File: src/rtl/acc_pkg.sv
// acc_pkg: shared width default and saturation mode constants for the accumulator
package acc_pkg;
   localparam int ACC_WIDTH_DEFAULT = 16;
   localparam bit ACC_WRAP = 1'b0;
   localparam bit ACC_SAT = 1'b1;
endpackage

File: src/rtl/acc_adder.sv
// acc_adder: combinational WIDTH-bit adder producing sum and carry-out
module acc_adder #(
   parameter int WIDTH = 16
) (
   input  logic [WIDTH-1:0] a,
   input  logic [WIDTH-1:0] b,
   output logic [WIDTH-1:0] sum,
   output logic             carry
);
   assign {carry, sum} = {1'b0, a} + {1'b0, b};
endmodule

File: src/rtl/acc.sv
// acc: registered unsigned accumulator with optional saturation, carry flag and zero detect
module acc
   import acc_pkg::*;
#(
   parameter int WIDTH = ACC_WIDTH_DEFAULT,
   parameter bit SATURATE = ACC_WRAP
) (
   input  logic             clk,
   input  logic             rst,
   input  logic             enable,
   input  logic [WIDTH-1:0] in_data,
   output logic [WIDTH-1:0] out_data,
   output logic             carry,
   output logic             zero
);
   logic [WIDTH-1:0] sum;
   logic [WIDTH-1:0] next;
   logic             co;
   acc_adder #(.WIDTH(WIDTH)) adder (
      .a(out_data),
      .b(in_data),
      .sum(sum),
      .carry(co)
   );
   // carry reports the adder overflow in both modes; only the data clamps
   assign next = (SATURATE == ACC_SAT && co) ? '1 : sum;
   assign zero = out_data == '0;
   always_ff @(posedge clk) begin
      if (rst) begin
         out_data <= '0;
         carry <= 1'b0;
      end else if (enable) begin
         out_data <= next;
         carry <= co;
      end
   end
endmodule

File: config.mk
export PLATFORM = sky130hd
export DESIGN_NAME = acc
export DESIGN_NICKNAME = d
export VERILOG_FILES = /design/src/rtl/acc_pkg.sv /design/src/rtl/acc_adder.sv /design/src/rtl/acc.sv
export SDC_FILE = /design/constraint.sdc
export NUM_CORES = 1
export LEC_CHECK = 0
export ABC_AREA = 1
export BUFFER_PORTS_ARGS = -buffer_cell sky130_fd_sc_hd__buf_4
export CAP_MARGIN = 20
export CORE_ASPECT_RATIO = 1.4
export CORE_UTILIZATION = 55
export CTS_CLUSTER_SIZE = 30
export DETAILED_ROUTE_END_ITERATION = 10
export PLACE_DENSITY = 0.88
export SYNTH_ARGS = -nofsm -noshare
export SYNTH_HDL_FRONTEND = slang
export SYNTH_SLANG_ARGS = --single-unit
export TNS_END_PERCENT = 30
File: constraint.sdc
create_clock -name clk -period 2.2 [get_ports clk]
set_input_delay 0.55 -clock clk [delete_from_list [all_inputs] [get_ports clk]]
set_output_delay 0.55 -clock clk [all_outputs]
set_load 0.02 [all_outputs]
==> out/qor.txt, run 1 <==
================================================================================
Leftover overflow at the end of global routing ....................            0
Max-slew violation total from the final report ....................            0
Startpoint of the tightest hold check path ........................        carry
Fill cells ........................................................          249
Die extent in y ...................................................     68.15 um
Floorplan die area ................................................ 0.003356 mm2
CTS H-Tree Depth ..................................................            1
Reg2reg end .......................................................  out_data[8]
Yosys top cell by area ............................................      dfxtp_1
Latest clock arrival within the worst-skew pair ...................      0.26 ns
FF+latch count, synth .............................................           17
Biggest fanout along the worst timing path ........................            4
Number of buffers created by CTS ..................................            3
Residual DRC ......................................................            0
Average cell area after synthesis .................................    6.162 um2
Relative contribution of combinational cells to total power .......        0.481
Number of input and output port buffers inserted ..................           36
Crit path from ....................................................  out_data[3]
Share of async-settable or async-resettable flops after synthesis .            0
Startpoint class of the critical path .............................    flip-flop
Number of library cell types mapped by synthesis ..................           33
Post-synth EDFFs ..................................................            0
Final worst-path cycle share ......................................       0.9431
Last weighted congestion value of the routability-driven placer ...       0.8988
Vias in the first global route ....................................        1,800
Detailed-route wire length per cell ...............................     11.85 um
Crit Reg-Reg Startpoint ...........................................  out_data[0]
Drt total wl ......................................................      4170 um
Hold slack final ..................................................    0.5401 ns
Wire length of the first global-routing pass ......................      7217 um
Max VDD drop ......................................................    0.4388 mV
Initial detailed-routing violation count ..........................           41
Actual slew at the worst max-slew pin .............................    0.4844 ns
Routed met3 length ................................................       151 um
Wire length on met2 ...............................................      2158 um
Sequential area share after synthesis .............................       0.1980
Count of endpoints failing hold in the final timing report ........            0
Min-Delay Path Depth ..............................................            2
All-Layer GR Usage ................................................       0.2828
Hold crit path type ...............................................      reg2reg
First-pass DRT Iterations .........................................            4
Net count of the mapped netlist ...................................          315
Antenna fix cells .................................................            0
Most area-consuming cells after synthesis ......................... dfxtp_1 (20%), nand2_1 (16%), inv_1 (13%), ha_1 (12%), nand3_1 (5.5%)
Ratio of cells with drive above 1 in the final layout .............       0.2190
Number of vias in the routed layout ...............................        1,763
Placeable core region ............................................. 0.002907 mm2
Final net count ...................................................          352
Count of buffers added by post-CTS timing repair for setup ........            0
Worst reg-to-reg setup slack ......................................      0.42 ns
CP required .......................................................      1.65 ns
Kind of critical path .............................................      reg2out
Fin Setup TNS .....................................................         0 ns
Part of the total power dissipated in sequential elements .........        0.309
Storage cell area .................................................    340.3 um2
Number of max-capacitance violations reported .....................            0
Data arrival time of the critical path ............................      1.52 ns
Number of standard cells after synthesis ..........................          279
Number of sinks driven by the clock tree ..........................           17
Clock slew at reported path FFs ...................................      0.07 ns
R2r worst-path depth ..............................................           11
Highest Clock Rate ................................................    482.0 MHz
Top routing layer in use ..........................................         met4
Fraction of power consumed by the clock network ...................        0.210
Clock tree root buffer cell .......................................     clkbuf_8
Rel. slew slack ...................................................       0.6767
Hpwl dp ...........................................................      3258 um
Sort of element at the end of the critical path ...................  output port
Unrepaired setup endpoints after global routing ...................           no
Fin crit period ...................................................     2.075 ns
Number of placement rows ..........................................           23
Final clock skew ..................................................  0.003275 ns
Final count of negative-setup-slack endpoints .....................            0
Total routed wire length on the met1 layer ........................      1671 um
Flip-flop cell with the highest count after synthesis .............      dfxtp_1
Leak ..............................................................  0.001245 uW
Largest net degree at the start of global routing .................           21
Vias per Instance .................................................        5.009
Cell Int Power ....................................................     694.2 uW
Proportion of total power due to net switching ....................       0.4205
Number of gates resized after CTS .................................            0
Initial core utilization ..........................................       0.5915
Total standard cell area after synthesis .......................... 0.001719 mm2
Antenna violations before repair ..................................            0
Number of nets still failing antenna checks after routing .........            0
Die Width .........................................................     49.25 um
Buffer depth of the longest clock path ............................            2
Outcome ........................................................... finished, final reports clean
# hold bufs at CTS ................................................            0
Growth of design area from synthesis to finish ....................       19.07%
Hold endpoint .....................................................        carry
Number of warnings reported in the yosys synthesis log ............            0
Clock tree from TritonCTS .........................................        built
Net switching power ...............................................     503.8 uW
Combined area of the multi-input logic cells ...................... 0.001100 mm2
Area share of the leading cell type in the synthesized netlist ....       0.1980
Pwr dens .......................................................... 585.2 mW/mm2
Count of pins on the block boundary ...............................           37
================================================================================
[worst max-delay path, cell delays in order (launching register included)]
cell and delay (ns):
dfxtp_1 0.34, nor4_1 0.41, nand4_1 0.15, nor3_1 0.19, buf_4 0.18
[sequential cells by signal, summed over array words and instances, names as in the netlist]
register	cells
carry	1
out_data	16
[routing by layer]
metal,up-vias,track usage
li1,929,-
met3,17,0.03556
met4,0,0.1728
met2,52,0.5634
met1,765,0.2752
met5,-,0
[final cells by class]
| cell class | instances | area share |
|---|---|---|
| clock buffers | 3 | 0.02017 |
| repair buffers | 36 | 0.1320 |
| inverters | 65 | 0.1192 |
| flip-flops and latches | 17 | 0.1663 |
| multi-input cells | 193 | 0.5373 |
| clock inverters | 1 | 0.002445 |
| well taps | 37 | 0.02262 |
[per-stage QoR]
stage          utilization  total power (uW)  setup slack, ns  instance area (um2)  cells
5_1_grt             0.7043              1293          0.06363                 2047    352
6_report            0.7043              1198           0.1251                 2047    352
4_1_cts             0.7043              1205           0.1027                 2047    352
3_5_place_dp        0.6883             947.0           0.1018                 2001    348
2_1_floorplan            -             791.2           0.3324                 1719    279
3_3_place_gp        0.6883             936.8           0.1538                 2001    348
[placed cells by master, fill, tap and decap left out, types with 2 or more instances in the layout]
cell type	netlist	layout
o21ai_0	5	5
nand2_2	13	13
nor2_1	19	19
clkbuf_8	0	3
nand4_1	4	4
inv_1	60	60
nor3_2	2	2
xnor2_1	2	2
dfxtp_1	17	17
nor3_1	2	2
a21oi_1	17	17
xor2_1	2	2
nand2_1	74	74
o211ai_1	3	3
nand3_2	3	3
inv_2	5	5
nand3_1	19	19
buf_4	1	36
ha_1	16	16
[cells by family (layout without fill, tap and decap cells)]
group,after synthesis,after routing,share of synthesized area
flops,17,17,0.1980
xor+xnor,4,4,0.02038
simple gates,144,144,0.4018
buf+inv,69,105,0.1623
fa+ha+maj,17,17,0.1281
compound gates,28,28,0.08952
[power groups by stage]
stage	Clock (uW)	Sequential (uW)	Combinational [uW]
final	251	370	577
after CTS	259	371	575
after detailed placement	0	378	569
after global routing	270	376	647
after global placement	0	377	560
after floorplan	0	413	378
[worst max-delay path by stage]
stage	end	slack (ns)	cells after the start
2_1_floorplan	out_data[8]	0.33	11
3_3_place_gp	out_data[8]	0.15	12
3_5_place_dp	out_data[10]	0.10	13
4_1_cts	zero	0.10	4
5_1_grt	zero	0.06	4
6_report	zero	0.13	4
[cell usage after synthesis (3+ instances only)]
cell type	instances
nand2_1	74
inv_2	5
nand3_2	3
inv_1	60
o211ai_1	3
ha_1	16
dfxtp_1	17
nor2_1	19
o21ai_0	5
nand3_1	19
nand2_2	13
a21oi_1	17
nand4_1	4
(Power assumes the default switching activity.)
==> inputs of run 2 (changes only) <==
--- a/config.mk
+++ b/config.mk
@@ -5,14 +5,13 @@
 export SDC_FILE = /design/constraint.sdc
 export NUM_CORES = 1
 export LEC_CHECK = 0
-export ABC_AREA = 1
 export BUFFER_PORTS_ARGS = -buffer_cell sky130_fd_sc_hd__buf_4
 export CAP_MARGIN = 20
 export CORE_ASPECT_RATIO = 1.4
-export CORE_UTILIZATION = 55
+export CORE_UTILIZATION = 52
 export CTS_CLUSTER_SIZE = 30
 export DETAILED_ROUTE_END_ITERATION = 10
-export PLACE_DENSITY = 0.88
+export PLACE_DENSITY = 0.87
 export SYNTH_ARGS = -nofsm -noshare
 export SYNTH_HDL_FRONTEND = slang
 export SYNTH_SLANG_ARGS = --single-unit
==> run 2 against run 1 <==
Area after synthesis shrank 20%. Combinational power is 31% higher. Clock power is 31% lower. Clock-buffer cell count rose by 1. Worst setup slack lost 0.012 ns. Global-route usage is 1.0 points lower. Critical path depth increased by 5. Largest power group unchanged.
==> out/qor.txt, run 2 <==
==================================================================================
Floorplan die area .................................................. 0.002844 mm2   was 0.003356 mm2
Worst reg-to-reg setup slack ........................................      0.13 ns   was 0.42 ns
Number of standard cells after synthesis ............................          157   was 279
Count of buffers added by post-CTS timing repair for setup ..........            0   unchanged
Initial core utilization ............................................       0.5602   was 0.5915
Post-synth EDFFs ....................................................            0   unchanged
Most area-consuming cells after synthesis ........................... dfxtp_1 (25%), ha_1 (15%), mux2i_1 (6.6%), xnor2_1 (6.4%), a21oi_1 (4.4%)   was dfxtp_1 (20%), nand2_1 (16%), inv_1 (13%), ha_1 (12%), nand3_1 (5.5%)
Most common cell after layout, fill and taps aside ..................        buf_4   was nand2_1
Hpwl dp .............................................................      2923 um   was 3258 um
CTS H-Tree Depth ....................................................            1   unchanged
Clock slew at reported path FFs .....................................      0.11 ns   was 0.07 ns
All-Layer GR Usage ..................................................       0.2727   was 0.2828
Average cell area after synthesis ...................................    8.719 um2   was 6.162 um2
Final worst-path cycle share ........................................       0.9484   was 0.9431
Number of nets still failing antenna checks after routing ...........            0   unchanged
Wire length of the first global-routing pass ........................      5961 um   was 7217 um
R2r worst-path depth ................................................            8   was 11
Die Width ...........................................................     45.36 um   was 49.25 um
Pwr dens ............................................................ 732.1 mW/mm2   was 585.2 mW/mm2
Combined area of the multi-input logic cells ........................ 0.001032 mm2   was 0.001100 mm2
Hold crit path type .................................................      reg2reg   unchanged
# hold bufs at CTS ..................................................            0   unchanged
Last weighted congestion value of the routability-driven placer .....       0.8881   was 0.8988
Reg2reg end ......................................................... out_data[14]   was out_data[8]
Vias per Instance ...................................................        5.800   was 5.009
Number of placement rows ............................................           21   was 23
Synth cell count leaders ............................................ dfxtp_1 (17), ha_1 (16), nor2_1 (14), a21oi_1 (12), nand2_1 (11)   was nand2_1 (74), inv_1 (60), nand3_1 (19), nor2_1 (19)
Number of gates resized after CTS ...................................            0   unchanged
Unrepaired setup endpoints after global routing .....................           no   unchanged
Share of async-settable or async-resettable flops after synthesis ...            0   unchanged
Number of warnings reported in the yosys synthesis log ..............            0   unchanged
Leftover overflow at the end of global routing ......................            0   unchanged
Die extent in y .....................................................     62.71 um   was 68.15 um
Number of max-capacitance violations reported .......................            0   unchanged
Leak ................................................................ 0.0008318 uW   was 0.001245 uW
Count of endpoints failing hold in the final timing report ..........            0   unchanged
Count of pins on the block boundary .................................           37   unchanged
Fill cells ..........................................................          177   was 249
Hold endpoint ....................................................... out_data[15]   was carry
Highest Clock Rate ..................................................    479.3 MHz   was 482.0 MHz
Drt total wl ........................................................      3624 um   was 4170 um
Kind of critical path ...............................................       in2reg   was reg2out
First-pass DRT Iterations ...........................................            4   unchanged
Total standard cell area after synthesis ............................ 0.001369 mm2   was 0.001719 mm2
Sequential area share after synthesis ...............................       0.2486   was 0.1980
Buffer depth of the longest clock path ..............................            2   unchanged
Actual slew at the worst max-slew pin ...............................    0.3564 ns   was 0.4844 ns
Flip-flop count of the largest register, all copies and words added .           16   unchanged
Largest Register ....................................................     out_data   unchanged
Sort of element at the end of the critical path .....................    flip-flop   was output port
CP required .........................................................      2.39 ns   was 1.65 ns
Fin crit period .....................................................     2.086 ns   was 2.075 ns
Registers with the most flip-flops .................................. out_data: 16 flops, carry: 1 flops   unchanged
Number of sinks driven by the clock tree ............................           17   unchanged
Area after detailed placement ....................................... 0.001792 mm2   was 0.002001 mm2
Storage cell area ...................................................    341.6 um2   was 340.3 um2
Final net count .....................................................          243   was 352
Clock tree from TritonCTS ...........................................        built   unchanged
Final clock skew ....................................................  0.002727 ns   was 0.003275 ns
Area share of the leading cell type in the synthesized netlist ......       0.2486   was 0.1980
Number of vias in the routed layout .................................        1,392   was 1,763
Vias in the first global route ......................................        1,408   was 1,800
Min-Delay Path Depth ................................................            2   unchanged
Rel. slew slack .....................................................       0.7602   was 0.6767
Antenna violations before repair ....................................            0   unchanged
Flip-flop cell with the highest count after synthesis ...............      dfxtp_1   unchanged
Startpoint class of the critical path ...............................   input port   was flip-flop
Outcome ............................................................. finished, final reports clean   unchanged
Crit Reg-Reg Startpoint .............................................  out_data[0]   unchanged
Commonest cells after routing, fill and taps aside .................. buf_4 (50), dfxtp_1 (16), ha_1 (15), nor2_1 (14), a21oi_1 (12)   was nand2_1 (74), inv_1 (60), buf_4 (36), nor2_1 (19), nand3_1 (19)
Number of buffers created by CTS ....................................            3   unchanged
Clock tree root buffer cell .........................................     clkbuf_4   was clkbuf_8
Growth of design area from synthesis to finish ......................       33.36%   was 19.07%
Cell with the most instances after synthesis ........................      dfxtp_1   was nand2_1
Hold slack final ....................................................    0.5343 ns   was 0.5401 ns
Detailed-route wire length per cell .................................     15.10 um   was 11.85 um
Yosys top cell by area ..............................................      dfxtp_1   unchanged
Placeable core region ............................................... 0.002444 mm2   was 0.002907 mm2
Ratio of cells with drive above 1 in the final layout ...............       0.3350   was 0.2190
Biggest fanout along the worst timing path ..........................            3   was 4
Number of input and output port buffers inserted ....................           36   unchanged
Number of library cell types mapped by synthesis ....................           44   was 33
Final count of negative-setup-slack endpoints .......................            0   unchanged
Latest clock arrival within the worst-skew pair .....................      0.28 ns   was 0.26 ns
Max VDD drop ........................................................    0.5985 mV   was 0.4388 mV
Largest net degree at the start of global routing ...................           20   was 21
Max-slew violation total from the final report ......................            0   unchanged
Antenna fix cells ...................................................            0   unchanged
Net count of the mapped netlist .....................................          193   was 315
Final design instance area without fill ............................. 0.001826 mm2   was 0.002047 mm2
Layout Utilization ..................................................       0.7471   was 0.7043
Initial detailed-routing violation count ............................           32   was 41
Data arrival time of the critical path ..............................      2.27 ns   was 1.52 ns
Startpoint of the tightest hold check path .......................... out_data[15]   was carry
FF+latch count, synth ...............................................           17   unchanged
Residual DRC ........................................................            0   unchanged
==================================================================================
run 2: cell types whose count changed after synthesis, sizes merged, moves of 5 or more:
cell,previous run,this run
a211oi,0,5
a21oi,18,12
inv,65,2
mux2i,0,9
nand2,87,11
nand3,22,4
nor2,20,14
o21ai,6,11
xnor2,2,10
run 2: metal layers:
metal / vias up / track usage / part of all wire
met2: 32 / 0.5036 / 0.56
met1: 664 / 0.2980 / 0.39
met4: 0 / 0.09091 / 0.019
met3: 6 / 0.03757 / 0.028
met5: - / 0 / 0
li1: 690 / - / -
run 2: cell families after synthesis:
group           after synthesis  share of synthesized area
buf+inv                       7                    0.01919
mux                           9                    0.06582
xor+xnor                     11                    0.07038
flops                        17                     0.2486
simple gates                 50                     0.1901
fa+ha+maj                    17                     0.1609
compound gates               46                     0.2450
run 2: final cells by class:
| type | count | area share |
|---|---|---|
| multi-input cells | 133 | 0.5655 |
| repair buffers | 50 | 0.2056 |
| flip-flops and latches | 17 | 0.1871 |
| well taps | 34 | 0.02330 |
| clock buffers | 4 | 0.01439 |
| inverters | 2 | 0.004112 |
run 2: worst max path at each step:
| stage | to | cells past startpoint | slack, ns | startpoint |
|---|---|---|---|---|
| global placement | out_data[14] | 9 | -0.18 | in_data[0] |
| detailed placement | out_data[14] | 9 | -0.23 | in_data[0] |
| global route | carry | 8 | 0.03 | out_data[0] |
| CTS | out_data[14] | 8 | 0.07 | out_data[0] |
| finish | out_data[14] | 9 | 0.11 | in_data[0] |
| floorplan | out_data[14] | 8 | -0.04 | in_data[0] |
run 2: where the power goes:
group          switching (uW)  total [uW]  leakage [uW]  internal [uW]
combinational             391         757      0.000676            365
clock                     101         172     0.0000150           70.2
sequential               51.4         408      0.000141            357
run 2: metrics by stage:
stage | total power, uW | std cells | setup slack (ns) | setup TNS (ns)
floorplan | 888.3 | 157 | -0.03945 | -0.07775
global placement | 1132 | 236 | -0.1778 | -0.8707
detailed placement | 1158 | 236 | -0.2266 | -1.380
CTS | 1328 | 240 | 0.07093 | 0
global route | 1421 | 240 | 0.03027 | 0
finish | 1336 | 240 | 0.1136 | 0
run 2: critical path: stages:
cell and delay, ns:
buf_4 0.12, ha_4 0.16, fa_2 0.39, a211oi_2 0.21
o21bai_2 0.11, a211oi_4 0.29, o21ai_2 0.09, xor2_1 0.14
a22o_1 0.20
